File: config.mk
export PLATFORM = sky130hd
export DESIGN_NAME = alu_issue_stage_flat
export DESIGN_NICKNAME = d
export VERILOG_FILES = /design/src/rtl/alu_pkg.sv /design/src/rtl/alu_issue_stage_if.sv /design/src/rtl/alu_regfile.sv /design/src/rtl/alu_issue_stage.sv /design/src/flat_wrapper.sv
export SDC_FILE = /design/constraint.sdc
export NUM_CORES = 1
export LEC_CHECK = 0
export CAP_MARGIN = 20
export CORE_UTILIZATION = 30
export DETAILED_ROUTE_END_ITERATION = 16
export HOLD_SLACK_MARGIN = 0.1
export SETUP_SLACK_MARGIN = 0.15
export SYNTH_ARGS = -nofsm -noshare
export SYNTH_HDL_FRONTEND = slang
export SYNTH_SLANG_ARGS = --single-unit
File: constraint.sdc
create_clock -name clk -period 2.9 [get_ports clk]
set_input_delay 0.29 -clock clk [delete_from_list [all_inputs] [get_ports clk]]
set_output_delay 0.29 -clock clk [all_outputs]
set_load 0.05 [all_outputs]
File: src/rtl/alu_pkg.sv
// Shared opcode definitions and helpers for the ALU issue/writeback stage.
package alu_pkg;

  typedef enum logic [4:0] {
    ADD  = 5'b00000,
    SUB  = 5'b00001,
    AND  = 5'b00010,
    OR   = 5'b00011,
    RXOR = 5'b00100,
    XOR  = 5'b00101,
    NOT  = 5'b00110,
    SHL  = 5'b01110,
    SHR  = 5'b01111,
    CMP  = 5'b10000
  } opcode_t;

  localparam logic [4:0] OP_NOP = 5'b11111;

  // Ops whose result lands in the register file (and that update the flags).
  function automatic logic is_write_op(input logic [4:0] op);
    return (op <= NOT) || (op == SHL) || (op == SHR);
  endfunction

endpackage

File: src/rtl/alu_issue_stage_if.sv
// Decoded-instruction handshake between the decoder and the issue stage.
interface alu_issue_stage_if;
  logic       in_valid;
  logic       in_ready;
  logic [4:0] in_op;
  logic [2:0] in_rd;
  logic [2:0] in_rs;
  logic [2:0] in_rt;
  logic       in_imm_en;
  logic [7:0] in_imm;

  modport master (
    output in_valid, in_op, in_rd, in_rs, in_rt, in_imm_en, in_imm,
    input  in_ready
  );

  modport slave (
    input  in_valid, in_op, in_rd, in_rs, in_rt, in_imm_en, in_imm,
    output in_ready
  );
endinterface

File: src/rtl/alu_regfile.sv
// NREGS x 8 register file: two operand read ports, a debug read port and
// one synchronous write port, cleared to zero by the asynchronous reset.
module alu_regfile #(
  parameter int NREGS = 8,
  localparam int AW   = $clog2(NREGS)
) (
  input  logic          clk,
  input  logic          reset,
  input  logic [AW-1:0] rd_addr_a,
  input  logic [AW-1:0] rd_addr_b,
  input  logic [AW-1:0] dbg_addr,
  input  logic          we,
  input  logic [AW-1:0] wr_addr,
  input  logic [7:0]    wr_data,
  output logic [7:0]    rd_data_a,
  output logic [7:0]    rd_data_b,
  output logic [7:0]    dbg_data
);

  logic [7:0] regs [NREGS];

  always_ff @(posedge clk or posedge reset) begin
    if (reset) begin
      for (int i = 0; i < NREGS; i++) regs[i] <= '0;
    end else if (we) begin
      regs[wr_addr] <= wr_data;
    end
  end

  assign rd_data_a = regs[rd_addr_a];
  assign rd_data_b = regs[rd_addr_b];
  assign dbg_data  = regs[dbg_addr];

endmodule

File: src/rtl/alu_issue_stage.sv
// Operand issue and writeback stage in front of the 8-bit ALU, with
// result forwarding so dependent instructions issue back-to-back.
module alu_issue_stage
  import alu_pkg::*;
#(
  parameter int NREGS = 8,
  parameter int RETW  = 16
) (
  input  logic                clk,
  input  logic                reset,
  alu_issue_stage_if.slave    issue,
  input  logic                hold,
  output logic [7:0]          alu_a,
  output logic [7:0]          alu_b,
  output logic [4:0]          alu_op,
  input  logic [7:0]          alu_rslt,
  input  logic                alu_equal,
  input  logic                alu_less,
  output logic                flag_eq,
  output logic                flag_lt,
  output logic                err,
  output logic [RETW-1:0]     retired,
  input  logic [2:0]          dbg_addr,
  output logic [7:0]          dbg_data
);

  logic       exec_valid;
  logic [2:0] exec_rd;
  logic       exec_write;
  logic       accept;
  logic [7:0] rf_a;
  logic [7:0] rf_b;
  logic [7:0] opnd_a;
  logic [7:0] opnd_b;

  assign issue.in_ready = ~hold;
  assign accept         = issue.in_valid & ~hold;
  assign exec_write     = exec_valid & is_write_op(alu_op);

  alu_regfile #(.NREGS(NREGS)) u_regfile (
    .clk       (clk),
    .reset     (reset),
    .rd_addr_a (issue.in_rs),
    .rd_addr_b (issue.in_rt),
    .dbg_addr  (dbg_addr),
    .we        (exec_write),
    .wr_addr   (exec_rd),
    .wr_data   (alu_rslt),
    .rd_data_a (rf_a),
    .rd_data_b (rf_b),
    .dbg_data  (dbg_data)
  );

  // The in-flight result bypasses the register file, which only sees it at the edge.
  always_comb begin
    opnd_a = rf_a;
    opnd_b = rf_b;
    if (exec_write && (exec_rd == issue.in_rs)) opnd_a = alu_rslt;
    if (issue.in_imm_en) begin
      opnd_b = issue.in_imm;
    end else if (exec_write && (exec_rd == issue.in_rt)) begin
      opnd_b = alu_rslt;
    end
  end

  always_ff @(posedge clk or posedge reset) begin
    if (reset) begin
      alu_a      <= '0;
      alu_b      <= '0;
      alu_op     <= OP_NOP;
      exec_rd    <= '0;
      exec_valid <= 1'b0;
      flag_eq    <= 1'b0;
      flag_lt    <= 1'b0;
      err        <= 1'b0;
      retired    <= '0;
    end else begin
      exec_valid <= accept;
      if (accept) begin
        alu_a   <= opnd_a;
        alu_b   <= opnd_b;
        alu_op  <= issue.in_op;
        exec_rd <= issue.in_rd;
      end
      // Completion of the instruction currently in the exec slot.
      if (exec_valid) begin
        retired <= retired + RETW'(1);
        if (is_write_op(alu_op) || (alu_op == CMP)) begin
          flag_eq <= alu_equal;
          flag_lt <= alu_less;
        end else begin
          err <= 1'b1;
        end
      end
    end
  end

endmodule

File: src/flat_wrapper.sv
// flat-port wrapper written by rule: the top's interface ports become plain ports
module alu_issue_stage_flat import alu_pkg::*;
#(
  parameter int NREGS = 8,
  parameter int RETW  = 16
)
  (clk, reset, hold, alu_a, alu_b, alu_op, alu_rslt, alu_equal, alu_less, flag_eq, flag_lt, err, retired, dbg_addr, dbg_data, issue_in_valid, issue_in_op, issue_in_rd, issue_in_rs, issue_in_rt, issue_in_imm_en, issue_in_imm, issue_in_ready);
  alu_issue_stage_if issue_i ();
  input  logic clk;
  input  logic reset;
  input  logic hold;
  output logic [7:0] alu_a;
  output logic [7:0] alu_b;
  output logic [4:0] alu_op;
  input  logic [7:0] alu_rslt;
  input  logic alu_equal;
  input  logic alu_less;
  output logic flag_eq;
  output logic flag_lt;
  output logic err;
  output logic [RETW-1:0] retired;
  input  logic [2:0] dbg_addr;
  output logic [7:0] dbg_data;
  input wire logic [$bits(issue_i.in_valid)-1:0] issue_in_valid;
  input wire logic [$bits(issue_i.in_op)-1:0] issue_in_op;
  input wire logic [$bits(issue_i.in_rd)-1:0] issue_in_rd;
  input wire logic [$bits(issue_i.in_rs)-1:0] issue_in_rs;
  input wire logic [$bits(issue_i.in_rt)-1:0] issue_in_rt;
  input wire logic [$bits(issue_i.in_imm_en)-1:0] issue_in_imm_en;
  input wire logic [$bits(issue_i.in_imm)-1:0] issue_in_imm;
  output wire logic [$bits(issue_i.in_ready)-1:0] issue_in_ready;
  assign issue_i.in_valid = issue_in_valid;
  assign issue_i.in_op = issue_in_op;
  assign issue_i.in_rd = issue_in_rd;
  assign issue_i.in_rs = issue_in_rs;
  assign issue_i.in_rt = issue_in_rt;
  assign issue_i.in_imm_en = issue_in_imm_en;
  assign issue_i.in_imm = issue_in_imm;
  assign issue_in_ready = issue_i.in_ready;
  alu_issue_stage #(.NREGS(NREGS), .RETW(RETW)) u_core (.clk(clk), .reset(reset), .issue(issue_i), .hold(hold), .alu_a(alu_a), .alu_b(alu_b), .alu_op(alu_op), .alu_rslt(alu_rslt), .alu_equal(alu_equal), .alu_less(alu_less), .flag_eq(flag_eq), .flag_lt(flag_lt), .err(err), .retired(retired), .dbg_addr(dbg_addr), .dbg_data(dbg_data));
endmodule
==> results by stage <==
Cells and area:
- In the final design database the tool counted ~600 nets.
- The multi-input combinational cells in the finished layout cover a total of between 3000 and 4000 um^2.
- Cells with a size suffix above 1 make up 30.5% of the layout.
- The number of diodes is 0.
- The count of fill cells added during filler insertion is 1913.
- The library cells used most frequently in the layout, excluding fill and tap cells, are 103 x sky130_fd_sc_hd__dfrtp_1, 79 x sky130_fd_sc_hd__clkdlybuf4s50_1, 75 x sky130_fd_sc_hd__mux2_2, 40 x sky130_fd_sc_hd__nand2_1.
- Across the whole layout, storage elements account for 2710 um^2.
- The final cell area excluding filler cells is 7630 um^2.
- The library cell used most frequently in the layout, excluding fill and tap cells, is sky130_fd_sc_hd__dfrtp_1.
- From synthesis to final layout, the design area changed by 24.4%.

Timing:
- The total negative setup slack is 0 ns.
- At the pin with the least slew margin, the transition time is 0.755 ns.
- Setup violations remaining at the end of the flow were counted as 0.
- The worst hold-check slack is 0.422 ns.
- After layout, the worst path uses 83.0% of the clock period.
- Setup repair after global routing left no endpoint under its margin.
- The hold violation count in the final report came to 0.
- Subtracting the final worst setup slack from the clock period gives ~2.4 ns.
- The clock skew is about 0.013 ns.
- After layout, the worst setup slack is a little under 0.5 ns.
- The number of pins exceeding their max-slew limit in the final report is 0.
- The maximum operating frequency is 415 MHz.
- The worst pin sits at a relative slew slack of between 40% and 50%.

Route:
- The violation count after the first detailed-routing iteration is around 330.
- Dividing the detail-routed wire length by the instance count gives 21.2 um.
- The average via count per standard cell is ~5.4.
- The number of routed nets with antenna violations is 0.
- The post-detailed-routing wire length is 18.0 mm.
- The count of vias placed by the detailed router is 4549.
- The final routed DRC violation total is 0.
- The pre-antenna-repair detailed-routing pass consisted of 4 iterations.

Run status:
- The run finished with clean final reports.

Power and ir drop:
- Sequential cells account for 40.7% of the total power.
- Power spread over the standard cell area amounts to about 800 nW/um^2.
- The net load switching power is 2.35 mW.
- The internal cell power is between 3 and 4 mW.
- The leakage component of the power is 3.22 nW.
- The clock network fraction of design power is 20.2%.
- The net switching fraction of the power is around two fifths.
- The share of total power dissipated in combinational logic is 39.1%.
- The peak ir drop on the vdd network is 403 uV.
- Power comes to 6.07 mW.

Global route:
- The number of antenna violations at the first check in global routing is 1.
- The number of global-route vias before repair was between 4k and 5k.
- After global routing the overflow that remains totals 0.
- The total routing resource utilization after global routing is 17.4%.
- Entering global routing, the biggest net connects 109 pins.
- The first-pass GRT wire length is roughly 28 mm.

Floorplan:
- The row count is 51.
- The top-level I/O count is a little under 90.
- The area of the die is 21000 um^2.
- Measured along the x axis, the die boundary spans 145 um.
- In this run the vertical extent of the chip is 145 um.
- For this configuration, the core starts out at a cell density of approximately 31%.
- The area of the core is just under 20000 um^2.

Placed design:
- The area of placed instances is 7350 um^2.
- The worst slack after detailed placement is 0.491 ns.
- During placement, the flow inserted port buffers numbering 88.
- Detailed placement finished with a half-perimeter wire length of 12.2 mm.
- The placer congestion estimate is 0.812.

Critical path:
- At the worst endpoint, the arrival time is around 2.1 ns.
- The kind of critical path is in2out.
- The maximum fanout along the worst path is 16.
- The most numerous cell type found on the critical path is sky130_fd_sc_hd__buf_4.
- The path depth of the worst reg2reg path is 5.
- The element type at the critical path end is a primary output.
- Walking the worst path, the cells encountered are clkdlybuf4s50_1 > buf_4 > mux4_2 > mux2_2 > buf_4.
- The most critical setup path has its startpoint at dbg_addr[0].
- The required arrival time at the worst endpoint is 2.61 ns.
- The nature of the critical path startpoint is a primary input.
- The slowest library cell on the worst path is sky130_fd_sc_hd__mux4_2.
- For flop-to-flop paths, the worst setup slack is 0.53 ns.
- The worst register-to-register path begins at u_core.alu_op[3].
- The largest stage delay on the critical path is 0.55 ns.

Run:
- The max capacitance violation total is 0.

Synth:
- The number of synthesis warnings is 0.
- The number of enable-type register cells in the synthesized netlist is 0.
- The synthesis-stage register bit count is 108.
- Of all cell types, the one taking the most synthesized area is sky130_fd_sc_hd__dfrtp_1.
- The synthesized net count is 533.
- Among all flip-flop cells after synthesis, the most frequent one is sky130_fd_sc_hd__dfrtp_1.
- The mean cell area of the mapped netlist is approximately 12 um^2.
- The summed instance area of the synthesized netlist is 6130 um^2.
- The count of different cell masters after synthesis is 43.
- Sorting the synthesized cells by area gives the leading types as sky130_fd_sc_hd__dfrtp_1 42%, sky130_fd_sc_hd__mux2_2 14%, sky130_fd_sc_hd__mux4_2 12%.
- In the synthesized netlist the async set-or-reset flop fraction comes to 100%.
- The cell count after synthesis is approximately 490.
- Of the synthesized area, sequential elements account for between 40 and 50%.
- The top cell type's share of synthesized area is 42.0%.

Clock network:
- The maximum root-to-sink buffer count is 2.
- The number of sinks driven by the clock tree is between 100 and 150.
- In this run, post-CTS repair resized a total of 0 instances.
- The clock tree from TritonCTS is built.
- The library cell used as clock root buffer is sky130_fd_sc_hd__clkbuf_16.
- Buffers inserted during clock tree synthesis total 9.
- The clock insertion delay at the later pin of the skew report is roughly 0.36 ns.
- The number of hold buffers added after CTS was 0.
- The H-tree generated during clock tree synthesis spans 3 levels.
- The number of post-CTS setup repair buffers is 0.
- After clock tree synthesis, the clock-pin slew on the worst setup and hold paths is ~0.07 ns.

Hold path:
- The worst hold path belongs to the class in2async.
## power by group through the flow
stage	registers (mW)	clock network [mW]	logic (mW)
floorplan	2.74	0	1.35
global placement	2.45	0	2.34
detailed placement	2.48	0	2.38
CTS	2.46	1.25	2.39
global route	2.54	1.30	2.52
finish	2.47	1.23	2.37
## cell usage after synthesis, types with 2 or more instances
| cell | instances |
|---|---|
| sky130_fd_sc_hd__o31ai_1 | 8 |
| sky130_fd_sc_hd__nand4_1 | 9 |
| sky130_fd_sc_hd__xor2_1 | 10 |
| sky130_fd_sc_hd__buf_1 | 11 |
| sky130_fd_sc_hd__nor2_1 | 6 |
| sky130_fd_sc_hd__nor3_1 | 4 |
| sky130_fd_sc_hd__a22oi_1 | 14 |
| sky130_fd_sc_hd__o221ai_1 | 6 |
| sky130_fd_sc_hd__and2_1 | 2 |
| sky130_fd_sc_hd__o21ai_0 | 11 |
| sky130_fd_sc_hd__o21a_1 | 2 |
| sky130_fd_sc_hd__mux4_2 | 32 |
| sky130_fd_sc_hd__inv_1 | 6 |
| sky130_fd_sc_hd__dfrtp_1 | 103 |
| sky130_fd_sc_hd__buf_2 | 8 |
| sky130_fd_sc_hd__a21o_1 | 2 |
| sky130_fd_sc_hd__mux2_2 | 75 |
| sky130_fd_sc_hd__buf_4 | 2 |
| sky130_fd_sc_hd__a21oi_1 | 17 |
| sky130_fd_sc_hd__mux2i_1 | 32 |
| sky130_fd_sc_hd__nor3_4 | 2 |
| sky130_fd_sc_hd__xnor2_1 | 11 |
| sky130_fd_sc_hd__clkbuf_1 | 17 |
| sky130_fd_sc_hd__o211ai_1 | 14 |
| sky130_fd_sc_hd__nand2_1 | 40 |
| sky130_fd_sc_hd__nor2b_1 | 2 |
| sky130_fd_sc_hd__mux2_4 | 8 |
| sky130_fd_sc_hd__and3_1 | 13 |
| sky130_fd_sc_hd__dfstp_2 | 5 |
| sky130_fd_sc_hd__nand3_1 | 7 |
## flip-flops by register name, indices dropped and copies added, names as in the netlist
signal,count
u_core.alu_a,8
u_core.alu_b,8
u_core.alu_op,5
u_core.err,1
u_core.exec_rd,3
u_core.exec_valid,1
u_core.flag_eq,1
u_core.flag_lt,1
u_core.retired,16
u_core.u_regfile.regs,64
## critical path, delay by kind of cell
kind | cells | cell delay [ns]
buf+inv | 3 | 0.97
mux | 2 | 0.84
## layer usage
metal / wire, um / share of wire [%] / GRT usage, % / vias to the layer above
li1: - / - / - / 2028
met1: 7750 / 43 / 23.1 / 2315
met2: 8480 / 47 / 27.8 / 176
met3: 1360 / 7.5 / 4.28 / 28
met4: 371 / 2.1 / 5.69 / 2
met5: 16 / 0.089 / 0 / -
## layout make-up
cell class | count | share of cell area (%)
timing repair buffer | 112 | 13.7
clock buffer | 9 | 2.95
inverter | 6 | 0.344
tap | 265 | 4.35
clock inverter | 7 | 0.754
multi-input combinational | 339 | 42.3
sequential | 108 | 35.5
## path summary, 6_finish.rpt
check / end
setup / recovery: dbg_data[7]
hold / removal: u_core.flag_eq
setup reg to reg: u_core.u_regfile.regs[41]
hold reg to reg: u_core.alu_op[3]
max in group asynchronous: u_core.u_regfile.regs[63]
min in group clk: u_core.alu_op[0]
## per-stage QoR
step,cells,utilization [%]
2_1_floorplan,492,-
3_3_place_gp,830,37.1
3_5_place_dp,830,37.1
4_1_cts,846,38.6
5_1_grt,846,38.6
6_report,846,38.6
## kinds of logic (layout without fill, tap and decap cells)
kind of cell	count (synthesis)	count (layout)	share of synthesized area, %
compound gates	75	75	8.16
buf+inv	45	134	3.16
fa+ha+maj	1	1	0.204
xor+xnor	21	21	3.00
mux	147	147	32.7
flops	108	108	44.2
simple gates	95	95	8.61
(Power assumes the default switching activity.)
